## src/rtl/lc3b_types.sv

```systemverilog
// lc3b_types: shared word type, performance-counter count and sat_flags bit order
package lc3b_types;
  typedef logic [15:0] lc3b_word;
  localparam int PERF_NUM_COUNTERS = 10;
  typedef enum logic [3:0] {
    IF_STALL = 0, MEM_STALL, IC_HIT, IC_MISS, DC_HIT, DC_MISS, L2_HIT, L2_MISS, BR, BR_MISPRED
  } perf_idx_t;
endpackage

```

## src/rtl/perf_counter.sv

```systemverilog
// perf_counter: saturating lc3b_word counter (clk, reset_n, inc, clr -> count, sticky sat), clear beats increment
module perf_counter
  import lc3b_types::*;
(
  input  logic     clk,
  input  logic     reset_n,
  input  logic     inc,
  input  logic     clr,
  output lc3b_word count,
  output logic     sat
);
  always_ff @(posedge clk or negedge reset_n)
    if (!reset_n) begin
      count <= '0;
      sat   <= 1'b0;
    end else if (clr) begin
      count <= '0;
      sat   <= 1'b0;
    end else if (inc) begin
      count <= &count ? count : count + 1'b1;
      sat   <= sat | (&count);
    end
endmodule

```

## src/rtl/perf_counters.sv

```systemverilog
// perf_counters: ten gated event/stall counters with per-counter clears and sticky sat_flags in perf_idx_t order
module perf_counters
  import lc3b_types::*;
(
  input  logic                         clk,
  input  logic                         reset_n,
  input  logic                         count_en,
  input  logic                         br_event,
  input  logic                         br_mispredict_event,
  input  logic                         icache_hit_event,
  input  logic                         icache_miss_event,
  input  logic                         dcache_hit_event,
  input  logic                         dcache_miss_event,
  input  logic                         l2_hit_event,
  input  logic                         l2_miss_event,
  input  logic                         if_stall,
  input  logic                         mem_stall,
  input  logic                         br_count_reset,
  input  logic                         br_mispredict_count_reset,
  input  logic                         icache_hit_count_reset,
  input  logic                         icache_miss_count_reset,
  input  logic                         dcache_hit_count_reset,
  input  logic                         dcache_miss_count_reset,
  input  logic                         l2_hit_count_reset,
  input  logic                         l2_miss_count_reset,
  input  logic                         if_stall_count_reset,
  input  logic                         mem_stall_count_reset,
  output lc3b_word                     br_count,
  output lc3b_word                     br_mispredict_count,
  output lc3b_word                     icache_hit_count,
  output lc3b_word                     icache_miss_count,
  output lc3b_word                     dcache_hit_count,
  output lc3b_word                     dcache_miss_count,
  output lc3b_word                     l2_hit_count,
  output lc3b_word                     l2_miss_count,
  output lc3b_word                     if_stall_count,
  output lc3b_word                     mem_stall_count,
  output logic [PERF_NUM_COUNTERS-1:0] sat_flags
);
  logic [PERF_NUM_COUNTERS-1:0] ev, clr;
  lc3b_word cnt [PERF_NUM_COUNTERS];
  assign ev = {br_mispredict_event, br_event, l2_miss_event, l2_hit_event, dcache_miss_event,
               dcache_hit_event, icache_miss_event, icache_hit_event, mem_stall, if_stall};
  assign clr = {br_mispredict_count_reset, br_count_reset, l2_miss_count_reset, l2_hit_count_reset,
                dcache_miss_count_reset, dcache_hit_count_reset, icache_miss_count_reset,
                icache_hit_count_reset, mem_stall_count_reset, if_stall_count_reset};
  for (genvar i = 0; i < PERF_NUM_COUNTERS; i++) begin : g_cnt
    perf_counter u_cnt (
      .clk     (clk),
      .reset_n (reset_n),
      .inc     (count_en & ev[i]),
      .clr     (clr[i]),
      .count   (cnt[i]),
      .sat     (sat_flags[i])
    );
  end
  assign if_stall_count      = cnt[IF_STALL];
  assign mem_stall_count     = cnt[MEM_STALL];
  assign icache_hit_count    = cnt[IC_HIT];
  assign icache_miss_count   = cnt[IC_MISS];
  assign dcache_hit_count    = cnt[DC_HIT];
  assign dcache_miss_count   = cnt[DC_MISS];
  assign l2_hit_count        = cnt[L2_HIT];
  assign l2_miss_count       = cnt[L2_MISS];
  assign br_count            = cnt[BR];
  assign br_mispredict_count = cnt[BR_MISPRED];
endmodule

```

## config.mk

```make
export PLATFORM = sky130hd
export DESIGN_NAME = perf_counters
export DESIGN_NICKNAME = d
export VERILOG_FILES = /design/src/rtl/lc3b_types.sv /design/src/rtl/perf_counter.sv /design/src/rtl/perf_counters.sv
export SDC_FILE = /design/constraint.sdc
export NUM_CORES = 1
export LEC_CHECK = 0
export BUFFER_PORTS_ARGS = -buffer_cell sky130_fd_sc_hd__buf_4
export CAP_MARGIN = 0
export CELL_PAD_IN_SITES_DETAIL_PLACEMENT = 0
export CELL_PAD_IN_SITES_GLOBAL_PLACEMENT = 1
export CORE_UTILIZATION = 35
export DETAILED_ROUTE_END_ITERATION = 10
export HOLD_SLACK_MARGIN = 0.02
export PLACE_DENSITY = 0.79
export SYNTH_ARGS = -nofsm -noshare
export SYNTH_HDL_FRONTEND = slang
export SYNTH_SLANG_ARGS = --single-unit
```

## constraint.sdc

```tcl
create_clock -name clk -period 5.58 [get_ports clk]
set_input_delay 0.837 -clock clk [delete_from_list [all_inputs] [get_ports clk]]
set_output_delay 0.837 -clock clk [all_outputs]
set_load 0.01 [all_outputs]
```

# [After elaboration in Yosys (flattened, before gate mapping)]
# Index checks and enable logic that the tools add are counted.
[op_classes] n_addsub=10 n_eq_ne=10 muxes=50 bitwise_logic=20 reduce_logical=30
[op_table] cell="$mux 16" n=30
[op_table] cell="$add 16x1->16 const B" n=10
[op_table] cell="$reduce_and 16->1" n=10
[op_table] cell="$mux 1" n=20
[op_table] cell="$ne 2x2->1 const B" n=10
[op_table] cell="$reduce_and 2->1" n=10
[op_table] cell="$reduce_bool 2->1" n=10
[op_table] cell="$and 1x1->1" n=10
[op_table] cell="$or 1x1->1" n=10
[totals] ff_bits=170 out_inout_bits=170 word_cells=140

# [Logic depth before layout (Yosys ltp)]
[depth] depth_word=4 ltp_mapped=8

# [Cells and area by module]
# A second synthesis with hierarchy kept.
[hier_totals] hier_cells=1080 area_unflattened_um2=9884.5
[by_module_without_submodules] module="perf_counter" instances=10 cells_per_inst=107 area_per_inst_um2=982.2 seq_area_each_um2=425.4
[by_module_without_submodules] module="perf_counters" instances=1 cells_per_inst=10 area_per_inst_um2=62.6 seq_area_each_um2=0.0

# [Worst setup path before layout]
# Ideal clock, no wire load.
[synth_path] kind="input to register" startpoint="in count_en" endpoint="reg g_cnt[3].u_cnt.count[11]" setup_time_ns=0.132 t_arrival_ns=1.973 required_time_ns=5.448 slack_ns=3.475 path_stages=6 path_buffers=1 path_cell_list="buf_4 and4_1 nor3b_1 nand4_1 mux2i_1 nor2_1"
[synth_between] elab_chain_cells=3
[synth_lines] item="start: declaration" line_no="perf_counters.sv:7" rtl="input logic count_en,"
[synth_lines] item="$and 1x1->1" line_no="perf_counters.sv:51" rtl=".inc (count_en & ev[i]),"
[synth_lines] item="$reduce_bool 2->1 (no line)"
[synth_lines] item="$reduce_and 2->1 (no line)"
[synth_lines] item="end signal: assignment" line_no="perf_counter.sv:20" rtl="count <= &count ? count : count + 1'b1;"
[synth_lines] item="end: declaration" line_no="perf_counter.sv:9" rtl="output lc3b_word count,"
# No other way between the ends.
# A chain may end at the register's enable or synchronous reset.

# [Worst setup path after layout]
# Same ends and word-level chain as after synthesis.

==> impl_metrics.ini <==
[setup_path]
critPathKind = input pin to flop
crit_path_end_kind = flop
r2r_slack_ns = 3.50
crit_required_ns = 5.88
cpPeakStageDelay_ns = 0.59
slowest_stage = nor3b_1
cp_cell_sequence = buf_4 -> and4_1 -> nor3b_1 -> nand4_1 -> mux2i_1 -> nor2_1
worstPathMaxFanout = 27
cp-start-kind = input pin
arrival_ns = 2.48
worstRegToRegCells = 6

[global_route]
grt_pass1_vias = 7196
grt_util_all_layers = 0.173
grt_first_pass_wirelength_um = 37500
grt_max_degree = 92
grt-ovfl-total = 0
antenna_found_initial = 0

[clocking]
htree_levels = 4
clkSinkCount = 170
cts_root_buf = clkbuf_16
post_cts_resized = 0
cts.clk_slew.worst_paths_ns = 0.07
worstSkewPairLatency_ns = 0.42
hold_buffers = 0
cts_tree = built
cts_setup_buffers = 0
numCtsBuffers = 17
cts_buffer_depth = 2

[yosys]
ys.flop_type = dfrtp_1
synthCells = 961
syn_area_um2 = 9020
synth_top_area_frac = 0.472
synth_top_family_by_area = simple AND/OR/NAND/NOR gates
muxShareOfSynthArea = 0.0166
synth_cell_types = 53
ys_async_sr_fraction = 1.00
ys_ff_latch = 170
ys_seq_area_frac = 0.472
synth_compound_area_frac = 0.0658
yosys.area.top_type = dfrtp_1
synth-adder-area-share = 0.0139
synth-edff-count = 0
syn-num-nets = 994
netlist_top_cells_area = dfrtp_1 (47%), xnor2_1 (7.3%), nor2_1 (7.0%)
yosys.area_share.simple = 0.284
yosys_warnings = 0
syn_area_per_cell_um2 = 9.39
yosys.area_share.xor_xnor = 0.116

[layout]
layout.area.seq_um2 = 4250
multi_input_area_um2 = 4470
final_cell_area_um2 = 11200
drive_above_1_share = 0.214
fillers = 2509
area_growth_pct = 24.2
final_cell_mix = buf_4 (191), dfrtp_1 (170), nor2_1 (168)
antenna-diode-count = 0
final_common_cell = buf_4
fin_nets = 1164

[die]
pin_count = 193
initial_core_util = 0.357
num_rows = 58
design.core.area_um2 = 25300
die_h_um = 163
die_area_um2 = 26400
die_x_um = 163

[sta]
fin_crit_sh = 0.391
final-hold-violation-count = 0
setup_tns_ns = 0
clock.fmax_mhz = 458
rsz0062_at_grt = false
layout_setup_ws_ns = 3.40
slew_viol_final = 0
finalSetupViolCount = 0
post-route-min-period_ns = 2.18
max-slew-margin-rel = 0.468
worstMarginPinSlew_ns = 0.791
fin_skew_ns = 0.0135

[power]
share_comb_of_total_power = 0.047
p_int_uw = 1860
power_uw = 2490
ir_drop_mv = 0.132
power_density_nw_per_um2 = 222
seqPwrFrac = 0.504
p_leak_uw = 0.00492
clockPowerShare = 0.448
p_sw_uw = 624
p_sw_frac = 0.251

[placement]
dp_hpwl_um = 15800
numPortBuffers = 192
routabilityCongestion = 0.819
placed_area_um2 = 10700
place_ws_ns = 2.97

[routing]
avgViaCountPerCell = 5.18
drtPass1Iterations = 5
routed_wl_um = 22500
drtIter0Drc = 468
via_count = 7637
routedWlPerCell_um = 15.3
drc = 0
ant_nets = 0

[run_status]
outcome = finished clean

[flow_run]
cap_viol_max_count = 0

[hold_path]
hold_path_class = input pin to asynchronous set/reset pin
[cells by family (layout without fill, tap and decap cells)]
kind of cell | Yosys count | after routing
DFF | 170 | 170
muxes | 15 | 15
AOI/OAI and AO/OA | 99 | 99
and+or+nand+nor | 490 | 490
buffers and inverters | 58 | 241
xor gates and xnor gates | 119 | 119
adders and majority gates | 10 | 10
[stage by stage]
| step | utilization | hold WS (ns) | instances |
|---|---|---|---|
| after CTS | 0.444 | 0.475 | 1474 |
| after floorplan | - | 0.464 | 961 |
| final | 0.444 | 0.429 | 1474 |
| after global routing | 0.444 | 0.485 | 1474 |
| after global placement | 0.422 | 0.478 | 1442 |
| after detailed placement | 0.422 | 0.491 | 1442 |
[critical path, delay by kind of cell]
kind	cells	cell delay [ns]
mux	1	0.18
simple gates	4	1.15
buf+inv	1	0.31
[routing by layer]
| metal | up-vias | global-route usage | wire length [um] |
|---|---|---|---|
| met1 | 3727 | 0.243 | 10700 |
| li1 | 3748 | - | - |
| met4 | 0 | 0.0446 | 244 |
| met2 | 150 | 0.273 | 10600 |
| met3 | 12 | 0.0351 | 943 |
| met5 | - | 0 | 0 |
[path summary, 6_finish.rpt]
kind                                    startpoint                  endpoint
max                                       count_en  g_cnt[3].u_cnt.count[11]
min                                        reset_n  g_cnt[8].u_cnt.count[10]
max reg2reg                g_cnt[9].u_cnt.count[0]  g_cnt[9].u_cnt.count[12]
min reg2reg                     g_cnt[0].u_cnt.sat        g_cnt[0].u_cnt.sat
max in group asynchronous                  reset_n        g_cnt[4].u_cnt.sat
min in group clk                g_cnt[0].u_cnt.sat        g_cnt[0].u_cnt.sat
[sequential cells by signal (all words and copies together) (netlist names)]
| register | count |
|---|---|
| g_cnt.u_cnt.count | 160 |
| g_cnt.u_cnt.sat | 10 |
[cell type report]
type / count / share of cell area
inverters: 16 / 0.00536
repair buffers: 193 / 0.131
clock buffers: 19 / 0.0386
flip-flops and latches: 170 / 0.380
clock inverters: 13 / 0.00983
well taps: 330 / 0.0369
multi-input cells: 733 / 0.399
[power by group through the flow]
stage / combinational (uW) / clock (uW) / sequential [uW]
after CTS: 122 / 1150 / 1250
after global routing: 134 / 1200 / 1260
final: 118 / 1110 / 1250
after floorplan: 51.7 / 0 / 1280
after global placement: 120 / 0 / 1280
after detailed placement: 122 / 0 / 1280
[synth_stat cells (all sizes together), types with 2 or more instances]
library cell	instances
nor4	22
nand2	62
o21ai	21
and4b	3
and2	8
xnor2	75
nand3b	2
nor3b	6
and4	18
nand4b	2
buf	27
ha	10
o2111ai	5
a31oi	9
mux2i	15
a211oi	14
dfrtp	170
nand4	48
or4	4
o211ai	3
nor4b	4
and3	23
or2	4
xor2	44
nor2	168
a41oi	3
nand3	61
nor3	40
clkbuf	14
inv	16
a21oi	40
or3	12
No activity file was read; power rests on OpenSTA's default activity.
